===== config.mk =====
export PLATFORM = sky130hd
export DESIGN_NAME = updown_counter_param
export DESIGN_NICKNAME = d
export VERILOG_FILES = /design/src/rtl/updown_pkg.sv /design/src/rtl/updown_step_calc.sv /design/src/rtl/updown_counter_param.sv
export SDC_FILE = /design/constraint.sdc
export NUM_CORES = 1
export LEC_CHECK = 0
export ABC_AREA = 0
export CAP_MARGIN = 20
export CORE_ASPECT_RATIO = 1.25
export CORE_MARGIN = 2
export CORE_UTILIZATION = 45
export CTS_CLUSTER_DIAMETER = 50
export DETAILED_ROUTE_END_ITERATION = 8
export PLACE_DENSITY = 0.78
export SYNTH_ARGS = -nofsm -noshare
export SYNTH_HDL_FRONTEND = slang
export SYNTH_SLANG_ARGS = --single-unit

===== constraint.sdc =====
create_clock -name i_clk -period 2.5 [get_ports i_clk]
set_input_delay 0.5 -clock i_clk [delete_from_list [all_inputs] [get_ports i_clk]]
set_output_delay 0.5 -clock i_clk [all_outputs]
set_load 0.03 [all_outputs]

===== src/rtl/updown_pkg.sv =====
// Shared constants and helpers for the parametrised up/down counter.
package updown_pkg;

   // Selects what happens when an update leaves the range [0, MAX_VALUE]
   localparam logic MODE_WRAP = 1'b0;
   localparam logic MODE_SAT  = 1'b1;

   // Limits a value to an inclusive upper bound
   function automatic logic [31:0] clamp_to_max(input logic [31:0] value,
                                                input logic [31:0] max);
      return (value > max) ? max : value;
   endfunction

endpackage : updown_pkg


===== src/rtl/updown_step_calc.sv =====
// Combinational next-count computation for one enabled counter update.
// Range checks run on a widened datapath so no carry or borrow is lost.
module updown_step_calc
   import updown_pkg::*;
#(
   parameter int unsigned WIDTH     = 4,
   parameter int unsigned MAX_VALUE = (2**WIDTH) - 1,
   parameter int unsigned STEP_W    = WIDTH
) (
   input  logic [WIDTH-1:0]  i_count,
   input  logic [STEP_W-1:0] i_step,
   input  logic              i_up_down,
   input  logic              i_sat_mode,
   output logic [WIDTH-1:0]  o_next_count_c,
   output logic              o_ovf_evt_c,
   output logic              o_unf_evt_c
);

   // Wide enough for the larger operand plus carry headroom
   localparam int unsigned CW = ((STEP_W > WIDTH) ? STEP_W : WIDTH) + 2;

   localparam logic [CW-1:0] MAX_W   = CW'(MAX_VALUE);
   localparam logic [CW-1:0] RANGE_W = CW'(MAX_VALUE + 1);

   logic [CW-1:0] w_count;
   logic [CW-1:0] w_step_raw;
   logic [CW-1:0] w_step_mod;
   logic [CW-1:0] w_step;
   logic [CW-1:0] w_sum;
   logic [CW-1:0] w_wrap_up;
   logic [CW-1:0] w_diff;
   logic [CW-1:0] w_wrap_dn;

   assign w_count    = CW'(i_count);
   assign w_step_raw = CW'(i_step);
   // Wrap mode folds oversized steps into the counting range; sat mode clamps
   assign w_step_mod = w_step_raw % RANGE_W;
   assign w_step     = (i_sat_mode == MODE_SAT) ? w_step_raw : w_step_mod;

   assign w_sum      = w_count + w_step;
   assign w_wrap_up  = w_sum - RANGE_W;
   assign w_diff     = w_count - w_step;
   assign w_wrap_dn  = (w_count + RANGE_W) - w_step;

   // Select in-range result, wrapped result or clamped limit
   always_comb begin
      o_next_count_c = i_count;
      o_ovf_evt_c    = 1'b0;
      o_unf_evt_c    = 1'b0;
      if (i_up_down) begin
         if (w_sum > MAX_W) begin
            o_ovf_evt_c    = 1'b1;
            o_next_count_c = (i_sat_mode == MODE_SAT) ? WIDTH'(MAX_VALUE)
                                                      : WIDTH'(w_wrap_up);
         end else begin
            o_next_count_c = WIDTH'(w_sum);
         end
      end else begin
         if (w_step > w_count) begin
            o_unf_evt_c    = 1'b1;
            o_next_count_c = (i_sat_mode == MODE_SAT) ? '0
                                                      : WIDTH'(w_wrap_dn);
         end else begin
            o_next_count_c = WIDTH'(w_diff);
         end
      end
   end

endmodule : updown_step_calc


===== src/rtl/updown_counter_param.sv =====
// Parametrised up/down counter with runtime step, wrap/saturate mode,
// terminal-count pulse and sticky overflow/underflow flags.
module updown_counter_param
   import updown_pkg::*;
#(
   parameter int unsigned WIDTH     = 4,
   parameter int unsigned MAX_VALUE = (2**WIDTH) - 1,
   parameter int unsigned STEP_W    = WIDTH
) (
   input  logic              i_clk,
   input  logic              i_rst_n,
   input  logic              i_ena,
   input  logic              i_set,
   input  logic [WIDTH-1:0]  i_set_value,
   input  logic              i_up_down,
   input  logic [STEP_W-1:0] i_step,
   input  logic              i_sat_mode,
   input  logic              i_clr_flags,
   output logic [WIDTH-1:0]  o_count,
   output logic              o_tc,
   output logic              o_ovf_flag,
   output logic              o_unf_flag,
   output logic              o_at_max_c,
   output logic              o_at_min_c
);

   logic [WIDTH-1:0] r_count;
   logic             r_tc;
   logic             r_ovf_flag;
   logic             r_unf_flag;

   logic [WIDTH-1:0] w_next_count;
   logic             w_ovf_evt;
   logic             w_unf_evt;
   logic             w_do_count;
   logic             w_ovf_hit;
   logic             w_unf_hit;
   logic [WIDTH-1:0] w_load_value;

   updown_step_calc #(
      .WIDTH     (WIDTH),
      .MAX_VALUE (MAX_VALUE),
      .STEP_W    (STEP_W)
   ) u_step_calc (
      .i_count        (r_count),
      .i_step         (i_step),
      .i_up_down      (i_up_down),
      .i_sat_mode     (i_sat_mode),
      .o_next_count_c (w_next_count),
      .o_ovf_evt_c    (w_ovf_evt),
      .o_unf_evt_c    (w_unf_evt)
   );

   // A counting update happens only when no load is pending and step is non-zero
   assign w_do_count   = !i_set && i_ena && (i_step != '0);
   assign w_ovf_hit    = w_do_count && w_ovf_evt;
   assign w_unf_hit    = w_do_count && w_unf_evt;
   assign w_load_value = WIDTH'(clamp_to_max(32'(i_set_value), 32'(MAX_VALUE)));

   // Count register and terminal-count pulse: reset > load > count > hold
   always_ff @(posedge i_clk) begin
      if (!i_rst_n) begin
         r_count <= '0;
         r_tc    <= 1'b0;
      end else if (i_set) begin
         r_count <= w_load_value;
         r_tc    <= 1'b0;
      end else if (w_do_count) begin
         r_count <= w_next_count;
         r_tc    <= w_ovf_evt | w_unf_evt;
      end else begin
         r_tc    <= 1'b0;
      end
   end

   // Sticky flags: a new event in the same cycle beats a clear request
   always_ff @(posedge i_clk) begin
      if (!i_rst_n) begin
         r_ovf_flag <= 1'b0;
         r_unf_flag <= 1'b0;
      end else begin
         if (w_ovf_hit)        r_ovf_flag <= 1'b1;
         else if (i_clr_flags) r_ovf_flag <= 1'b0;
         if (w_unf_hit)        r_unf_flag <= 1'b1;
         else if (i_clr_flags) r_unf_flag <= 1'b0;
      end
   end

   assign o_count    = r_count;
   assign o_tc       = r_tc;
   assign o_ovf_flag = r_ovf_flag;
   assign o_unf_flag = r_unf_flag;
   assign o_at_max_c = (r_count == WIDTH'(MAX_VALUE));
   assign o_at_min_c = (r_count == '0);

endmodule : updown_counter_param


# Word level (Yosys, flattened, before mapping)
# Cells that the tools add are included.
[op_classes] reduce_logical=11 mul=0 n_eq_ne=1 n_bitwise=3 order_cmp=2 n_shift=0 add_sub_neg=5 div_mod_pow=0 muxes=14
[ops] op="$mux 4" n=7
[ops] op="$sub 4x4->4" n=2
[ops] op="$mux 1" n=7
[ops] op="$reduce_bool 2->1" n=3
[ops] op="$add 4x4->5" n=1
[ops] op="$gt 5x4->1 const B" n=1
[ops] op="$add 4x1->4 const B" n=1
[ops] op="$eq 4x4->1 const B" n=1
[ops] op="$gt 4x4->1" n=1
[ops] op="$logic_and 1x1->1" n=4
[ops] op="$logic_not 4->1" n=1
[ops] op="$reduce_bool 4->1" n=1
[ops] op="$sub 4x1->4 const B" n=1
[ops] op="$reduce_or 3->1" n=1
[ops] op="$not 1->1" n=2
[ops] op="$logic_not 1->1" n=1
[ops] op="$or 1x1->1" n=1
[word_totals] mem_count=0 latch_bits=0 rom_bits=0 register_bits=7 ram_bits=0 wordCells=40 in_bits=15

# Longest topological paths before layout
# Gate-level depths: netlist of run 1.
[logic_depth] depth_word=7 mapped_depth=8 ltp_nobuf=8

# Hierarchy
# Synthesis of run 1 repeated with hierarchy kept, for this count alone.
[unflattened] cells_unflattened=81 hier_area_um2=655.6
[modules_own_cells] module="updown_step_calc" n_inst=1 area_each_um2=344.1 cells_per_inst=45
[modules_own_cells] module="updown_counter_param" n_inst=1 area_each_um2=311.5 cells_per_inst=36

# Least setup slack after synthesis of run 1
# No wires, ideal clock.
[synth_path] kind="reg-to-reg" startpoint="reg r_count[3], in the netlist o_count[3]" endpoint="reg r_count[0], in the netlist o_count[0]" synth_period_minus_slack_ps=2151 stages_incl_launch_ff=8 required_ps=2385 arrival_ps=2037 slack_ps=349 path_cell_list="dfxtp_1 -> ha_1 -> buf_6 -> and3b_1 -> a2111o_1 -> o21ba_1 -> a21boi_1 -> o21a_1"
[synth_via] elab_chain_cells=6
[synth_lines] element="start: declaration" line_no="updown_counter_param.sv:27" rtl="logic [WIDTH-1:0] r_count;"
[synth_lines] element="start signal: assignment" line_no="updown_counter_param.sv:66" rtl="r_count <= w_load_value;"
[synth_lines] element="start signal: assignment" line_no="updown_counter_param.sv:69" rtl="r_count <= w_next_count;"
[synth_lines] element="$add 4x4->5" line_no="updown_step_calc.sv:40" rtl="assign w_sum = w_count + w_step;"
[synth_lines] element="$gt 5x4->1" line_no="updown_step_calc.sv:51" rtl="if (w_sum > MAX_W) begin"
[synth_lines] element="$mux 4" line_no="updown_step_calc.sv:51"
[synth_lines] element="$mux 4 *" line_no="updown_step_calc.sv:50" rtl="if (i_up_down) begin"
[synth_lines] element="$mux 4 *" line_no="updown_counter_param.sv:68" rtl="end else if (w_do_count) begin"
[synth_lines] element="$mux 4 *" line_no="updown_counter_param.sv:65" rtl="end else if (i_set) begin"
# Every way passes the cells marked *; elsewhere a longest branch is shown, timed or not. The select of a mux whose other input is x is not followed.
# A chain may end at the register's enable or synchronous reset.

# Final worst setup path of run 1
[layout_path] startpoint="in i_step[0]" endpoint="reg r_count[2], in the netlist o_count[2]"
[layout_via] elab_chain_cells=7
[layout_lines] element="start: declaration" line_no="updown_counter_param.sv:16" rtl="input logic [STEP_W-1:0] i_step,"
[layout_lines] element="$add 4x4->5" line_no="updown_step_calc.sv:40"
[layout_lines] element="$sub 4x1->4" line_no="updown_step_calc.sv:41" rtl="assign w_wrap_up = w_sum - RANGE_W;"
[layout_lines] element="$mux 4" line_no="updown_step_calc.sv:53" rtl="o_next_count_c = (i_sat_mode == MODE_SAT) ? WIDTH'(MAX_VALUE)"
[layout_lines] element="$mux 4" line_no="updown_step_calc.sv:51"
[layout_lines] element="$mux 4" line_no="updown_step_calc.sv:50"
[layout_lines] element="$mux 4" line_no="updown_counter_param.sv:68"
[layout_lines] element="$mux 4" line_no="updown_counter_param.sv:65"
# Parallel ways exist; a longest one is shown, timed or not. The select of a mux whose other input is x is not followed.

==> results of run 1 <==
worst max-delay path, stage by stage:
cell and delay [ps]:
sky130_fd_sc_hd__clkdlybuf4s50_1 510, sky130_fd_sc_hd__ha_1 210, sky130_fd_sc_hd__fa_1 250, sky130_fd_sc_hd__nand2b_4 80, sky130_fd_sc_hd__a221oi_4 290, sky130_fd_sc_hd__o221ai_1 200
sky130_fd_sc_hd__a211o_1 330, sky130_fd_sc_hd__a221oi_2 210
placed cells by master (no fill, tap or decap), drive strengths merged, types with 4 or more instances in the layout:
master / instances
o21ai: 5
clkbuf: 4
dfxtp: 7
a21oi: 7
inv: 14
clkdlybuf4s50: 23
nand2: 9
nor2: 6
buf: 12
ha: 8
cell families (layout without fill, tap and decap cells):
| family | Yosys count | after routing | share of synthesized area [%] |
|---|---|---|---|
| AOI/OAI and AO/OA | 31 | 31 | 34.4 |
| adders and majority gates | 10 | 10 | 18.5 |
| buffers and inverters | 17 | 53 | 10.8 |
| DFF | 7 | 7 | 18.5 |
| and+or+nand+nor | 25 | 25 | 17.7 |
worst min-delay path by stage:
stage | start | to | slack (ps)
global route | o_unf_flag$_SDFFE_PN0P_ | o_unf_flag$_SDFFE_PN0P_ | 560
finish | o_unf_flag$_SDFFE_PN0P_ | o_unf_flag$_SDFFE_PN0P_ | 510
detailed placement | o_unf_flag$_SDFFE_PN0P_ | o_unf_flag$_SDFFE_PN0P_ | 480
global placement | o_unf_flag$_SDFFE_PN0P_ | o_unf_flag$_SDFFE_PN0P_ | 480
CTS | o_unf_flag$_SDFFE_PN0P_ | o_unf_flag$_SDFFE_PN0P_ | 500
floorplan | i_rst_n | o_count[0]$_SDFFE_PN0P_ | 620
layer usage:
metal | routed length (um) | vias to the layer above | GRT usage, % | part of all wire (%)
met4 | 28 | 0 | 10.0 | 1.4
met3 | 56 | 3 | 2.70 | 2.9
li1 | - | 395 | - | -
met2 | 1080 | 21 | 41.3 | 55
met5 | 0 | - | 0 | 0
met1 | 786 | 371 | 25.8 | 40
per-stage QoR:
step	hold slack, ps	setup TNS (ps)	cell area [um2]
after floorplan	617	0	756
after global placement	481	-361	1070
after detailed placement	478	-531	1070
after CTS	502	0	1100
after global routing	561	0	1100
final	508	0	1100
layout make-up:
type	instances	area share [%]
multi-input combinational	66	48.7
timing repair buffer	35	29.2
clock buffer	4	2.40
sequential	7	12.8
inverter	14	4.79
tap	18	2.05
sequential cells by signal, indices dropped and copies added, names as in the netlist:
name / count
o_count: 4
o_ovf_flag: 1
o_unf_flag: 1
o_tc: 1
report_power, final:
group	internal, W	total [W]	switching [W]
registers	0.000119	0.000129	0.0000103
clock network	0.0000611	0.000106	0.0000451
logic	0.0000990	0.000197	0.0000982
total	0.000279	0.000432	0.000154
==> parameters.txt, run 1 <==
Parameter                              Value

Status
  Run status ... complete, no violations

Worst hold path
  Number of stages on the worst hold path ... 2
  Tightest Hold Check Type ... reg -> reg

Yosys
  Per-instance average area after synthesis ... 8.40 um2
  Primary FF master, synth ... sky130_fd_sc_hd__dfxtp_1
  Async S/R FF share, synth ... 0%
  Leading area contributor after synthesis ... sky130_fd_sc_hd__dfxtp_1
  Ranking of synthesized cells by instance count ... sky130_fd_sc_hd__inv_1, sky130_fd_sc_hd__nand2_1, sky130_fd_sc_hd__ha_1, sky130_fd_sc_hd__a21oi_1, sky130_fd_sc_hd__dfxtp_1
  Register bit total from synthesis ... 7
  Synthesized netlist net count ... 115
  Synthesized instance count ... 90
  Synth warn ... 0
  Share of synthesized area occupied by flip-flops and latches ... 18.5%
  Count of flip-flops with a built-in enable after synthesis ... 0
  Cell variety after synth ... 36
  Cell with the most instances after synthesis ... sky130_fd_sc_hd__inv_1
  Synth top area cells ... sky130_fd_sc_hd__dfxtp_1, sky130_fd_sc_hd__ha_1, sky130_fd_sc_hd__inv_1
  Synth top area share ... 18.5%
  Synthesized cell area ... 756 um2

Critical path
  Worst r2r dst ... o_count[2]$_SDFFE_PN0P_
  Setup Crit Path Kind ... in -> reg
  Reg2Reg Depth ... 7
  Peak fanout along the critical path ... 4
  Endpoint arrival time on the critical path ... 2580 ps
  Critical Path Sink ... o_count[2]$_SDFFE_PN0P_
  Reg-to-reg slack, setup ... 390 ps
  Startpoint kind of the worst setup timing path ... primary input
  Category of the worst setup path capture point ... register
  Required time worst endpoint ... 2680 ps
  Reg-to-reg startpoint ... o_count[0]$_SDFFE_PN0P_
  Worst setup path startpoint ... i_step[0]

Power
  IR Drop Worst-Case VDD ... 0.353 mV
  Power density of the placed cells ... 394 nW/um2
  Static leakage power ... 0.491 nW
  Sum of internal, switching and leakage power ... 0.000432 W

Route
  Drt wl/cell ... 13.5 um
  Count of TritonRoute iterations in the first routing pass ... 4
  Number of vias in the routed layout ... 790
  Vias per std cell ... 5.49
  Antenna-violating nets left ... 0
  Total Wirelength ... 1950 um
  Starting DRT DRC Count ... 18
  DR DRC count ... 0

CTS
  Post-cts gate resize count ... 0
  Number of clock sinks ... 7
  Number of setup buffers added after CTS ... 0
  Clock-pin transition on the worst setup and hold timing paths ... 50 ps
  Post-CTS Hold Fix Bufs ... 0
  CTS H-tree depth ... 1
  Total CTS buffers ... 3
  CTS tree ... done
  Clock buffer depth ... 2
  Library cell used as clock root buffer ... sky130_fd_sc_hd__clkbuf_4
  Clock latency on the worst-skew pair ... 260 ps

Placement
  Final Wtd Congestion ... 0.805
  Placed Instances ... 140
  Pre-CTS worst setup slack ... -190 ps
  Post-DP HPWL ... 1670 um
  Port Buffer Count ... 23

GRT
  First-pass GRT wire length ... 3250 um
  Vias in the first global route ... 775
  Initial antenna violation count ... 0
  Maximum number of pins on one net before global-route repair ... 12
  Sum of overflow across all layers after global routing ... 0
  GRT Total Usage ... 23.4%

Layout
  Number of diodes ... 0
  Filler cells ... 134
  Sequential cell area in the final layout ... 140 um2
  Area growth, synth to finish ... 45.0%
  Final nets ... 152
  Multi-input gate area ... 534 um2
  Post-Route Utilization ... 69.3%
  Share of cells above drive strength 1 ... 16.7%
  Filler-free cell count of the finished design ... 144

Timing
  Setup Skew ... 5.56 ps
  Slew Viols, Final ... 0
  Worst slew margin relative to its limit ... 73.3%
  Time the final worst path needs with I/O delays and setup ... 2410 ps
  Worst setup margin ... 93.9 ps
  Transition at the pin with the smallest max-transition slack ... 390 ps
  Setup-failing EPs final ... 0
  Final critical-path share of the clock period ... 96.2%
  Final hold violation count ... 0
  Top achievable clock speed ... 416 MHz
  Unrepaired setup endpoints after global routing ... false

Floorplan
  Row count ... 16
  Total Die Area ... 2030 um2
  Starting density of the core ... 47.8%
  Placeable core region ... 1580 um2
  I/O Pins ... 24
  Die H ... 49.8 um
  Floorplan die width ... 40.7 um

Flow run
  Max-cap check violation count ... 0
No activity file was read; power rests on OpenSTA's default activity.
==> inputs of run 2 (changes only) <==
SKIP_LAST_GASP = 1   (was not set)
==> results of run 2 <==
The final DEF is identical to that of run 1; final timing and power are the same.
==> inputs of run 3 (changes only) <==
PLACE_DENSITY = not set   (was 0.78)
PLACE_DENSITY_LB_ADDON = 0.12   (was not set)
==> parameters.txt, run 3 (synthesized netlist as in run 1, its figures left out) <==
Parameter                              Value

Route
  DR DRC count ... 0 (unchanged)
  Starting DRT DRC Count ... 9 (-9)
  Vias per std cell ... 5.56 (+1.3%)
  Antenna-violating nets left ... 0 (unchanged)
  Total Wirelength ... 2060 um (+5.7%)
  Drt wl/cell ... 14.2 um (+5.0%)
  Count of TritonRoute iterations in the first routing pass ... 4 (unchanged)
  Number of vias in the routed layout ... 806 (+2.0%)

Flow run
  Max-cap check violation count ... 0 (unchanged)

GRT
  First-pass GRT wire length ... 3270 um (+0.65%)
  Initial antenna violation count ... 0 (unchanged)
  Sum of overflow across all layers after global routing ... 0 (unchanged)
  Vias in the first global route ... 772 (-0.39%)
  GRT Total Usage ... 23.7% (+0.34 points)
  Maximum number of pins on one net before global-route repair ... 14 (+2)

Layout
  Filler cells ... 135 (+0.75%)
  Number of flip-flops under the largest register name ... 4 (unchanged)
  Final nets ... 153 (+0.66%)
  Most used cells in the layout excluding fill and tap cells ... sky130_fd_sc_hd__clkdlybuf4s50_1, sky130_fd_sc_hd__inv_1, sky130_fd_sc_hd__buf_4, sky130_fd_sc_hd__nand2_1
  Area growth, synth to finish ... 48.7%
  Share of cells above drive strength 1 ... 20.5% (+3.8 points)
  Most common library cell in the layout ignoring fill and taps ... sky130_fd_sc_hd__clkdlybuf4s50_1
  Number of diodes ... 0 (unchanged)

Power
  Sum of internal, switching and leakage power ... 0.000437 W (+1.2%)
  Power density of the placed cells ... 389 nW/um2 (-1.2%)
  IR Drop Worst-Case VDD ... 0.322 mV (-8.9%)
  Static leakage power ... 0.503 nW (+2.4%)

CTS
  Post-CTS Hold Fix Bufs ... 0 (unchanged)
  Clock-pin transition on the worst setup and hold timing paths ... 50 ps (about the same)
  CTS tree ... done
  Clock buffer depth ... 2 (unchanged)
  Library cell used as clock root buffer ... sky130_fd_sc_hd__clkbuf_4
  Clock latency on the worst-skew pair ... 250 ps (about the same)
  CTS H-tree depth ... 1 (unchanged)
  Number of clock sinks ... 7 (unchanged)
  Total CTS buffers ... 3 (unchanged)

Timing
  Worst setup margin ... 120 ps (+26.1 ps)
  Slew Viols, Final ... 0 (unchanged)
  Worst slew margin relative to its limit ... 68.2% (-5.1 points)
  Setup-failing EPs final ... 0 (unchanged)
  Time the final worst path needs with I/O delays and setup ... 2380 ps (-26.1 ps)
  Setup Skew ... 2.66 ps (-2.90 ps)
  Transition at the pin with the smallest max-transition slack ... 465 ps (+74.6 ps)
  Final hold violation count ... 0 (unchanged)
  Top achievable clock speed ... 420 MHz (+1.1%)
  Final critical-path share of the clock period ... 95.2% (-1.0 points)
  Unrepaired setup endpoints after global routing ... false

Floorplan
  Floorplan die width ... 40.7 um (unchanged)
  Die H ... 49.8 um (unchanged)
  Starting density of the core ... 47.8% (unchanged)
  Total Die Area ... 2030 um2 (unchanged)
  Row count ... 16 (unchanged)
  Placeable core region ... 1580 um2 (unchanged)
  I/O Pins ... 24 (unchanged)

Placement
  Pre-CTS worst setup slack ... -266 ps (-76.1 ps)
  Post-DP HPWL ... 1680 um (+0.44%)
  Port Buffer Count ... 23 (unchanged)
  Final Wtd Congestion ... 0.839 (+4.2%)

Worst hold path
  Number of stages on the worst hold path ... 2 (unchanged)
  Startpoint of the worst hold path ... o_unf_flag$_SDFFE_PN0P_
  End point of the worst hold path ... o_unf_flag$_SDFFE_PN0P_
  Tightest Hold Check Type ... reg -> reg

Status
  Run status ... complete, no violations

Critical path
  Reg2Reg Depth ... 7 (unchanged)
  Reg-to-reg startpoint ... o_count[0]$_SDFFE_PN0P_
  Required time worst endpoint ... 2660 ps (-20 ps)
  Endpoint arrival time on the critical path ... 2540 ps (-40 ps)
  Setup Crit Path Kind ... in -> reg
  Peak fanout along the critical path ... 3 (-1)
  Startpoint kind of the worst setup timing path ... primary input
  Category of the worst setup path capture point ... register
  Reg-to-reg slack, setup ... 420 ps (+30 ps)
  Worst r2r dst ... o_count[2]$_SDFFE_PN0P_
run 3: cell types whose count changed in the layout (fill, tap and decap cells not counted):
| cell | change |
|---|---|
| sky130_fd_sc_hd__ha_2 | +1 |
| sky130_fd_sc_hd__dlymetal6s2s_1 | +1 |
| sky130_fd_sc_hd__fa_2 | +1 |
| sky130_fd_sc_hd__ha_1 | -1 |
| sky130_fd_sc_hd__fa_1 | -1 |
| sky130_fd_sc_hd__o221ai_1 | -2 |
| sky130_fd_sc_hd__o221ai_2 | +2 |
| sky130_fd_sc_hd__buf_4 | +1 |
| sky130_fd_sc_hd__clkdlybuf4s50_1 | -1 |
run 3: repair_timing:
item                       4_1_cts  5_1_grt
gates resized for setup          1        4
setup endpoints to repair        1        2
setup buffers                    0        1
hold endpoints to repair         0        0
pin swaps                        0        1
run 3: final cells by class:
class                      instances  area (um2)  share of cell area, %
inverter                          14        52.6                   4.68
multi-input combinational         66         552                   49.1
sequential                         7         140                   12.5
timing repair buffer              36         330                   29.4
clock buffer                       4        26.3                   2.34
tap                               18        22.5                   2.00
run 3: where the power goes:
| part | total, W | switching (W) | internal (W) | leakage (nW) |
|---|---|---|---|---|
| registers | 0.000129 | 0.0000106 | 0.000119 | 0.0574 |
| clock network | 0.000103 | 0.0000418 | 0.0000609 | 0.0150 |
| logic | 0.000206 | 0.000103 | 0.000103 | 0.431 |
run 3: metal layers:
layer,vias to the layer above,global-route usage [%],share of wire [%]
met5,-,0,0
met1,378,25.3,38
met2,22,42.6,55
met3,5,3.15,4.5
met4,0,10.0,2.1
li1,401,-,-
run 3: how the worst max path moves through the flow:
stage | end | startpoint | slack, ps | cells after the start
final | o_count[2]$_SDFFE_PN0P_ | i_step[3] | 120 | 8
after CTS | o_count[2]$_SDFFE_PN0P_ | i_step[0] | 4 | 8
after floorplan | o_count[0]$_SDFFE_PN0P_ | o_count[3]$_SDFFE_PN0P_ | 350 | 7
after global placement | o_count[2]$_SDFFE_PN0P_ | i_step[0] | -210 | 8
after detailed placement | o_count[2]$_SDFFE_PN0P_ | i_step[0] | -270 | 8
after global routing | o_count[2]$_SDFFE_PN0P_ | i_step[2] | 0.3 | 8
run 3: worst max-delay path, stage by stage:
cell,delay [ps]
sky130_fd_sc_hd__clkdlybuf4s50_1,480
sky130_fd_sc_hd__inv_1,50
sky130_fd_sc_hd__ha_1,320
sky130_fd_sc_hd__buf_4,160
sky130_fd_sc_hd__a221oi_4,340
sky130_fd_sc_hd__o221ai_2,150
sky130_fd_sc_hd__a211o_1,330
sky130_fd_sc_hd__a221oi_2,220
run 3: stage by stage:
step                hold slack, ps  setup TNS [ps]  cells  util, %  area, um2
CTS                            500               0    144     69.5       1100
floorplan                      617               0     90        -        756
finish                         492               0    145     71.0       1120
global route                   540               0    145     71.0       1120
detailed placement             483            -633    140     67.6       1070
global placement               474            -358    140     67.6       1070
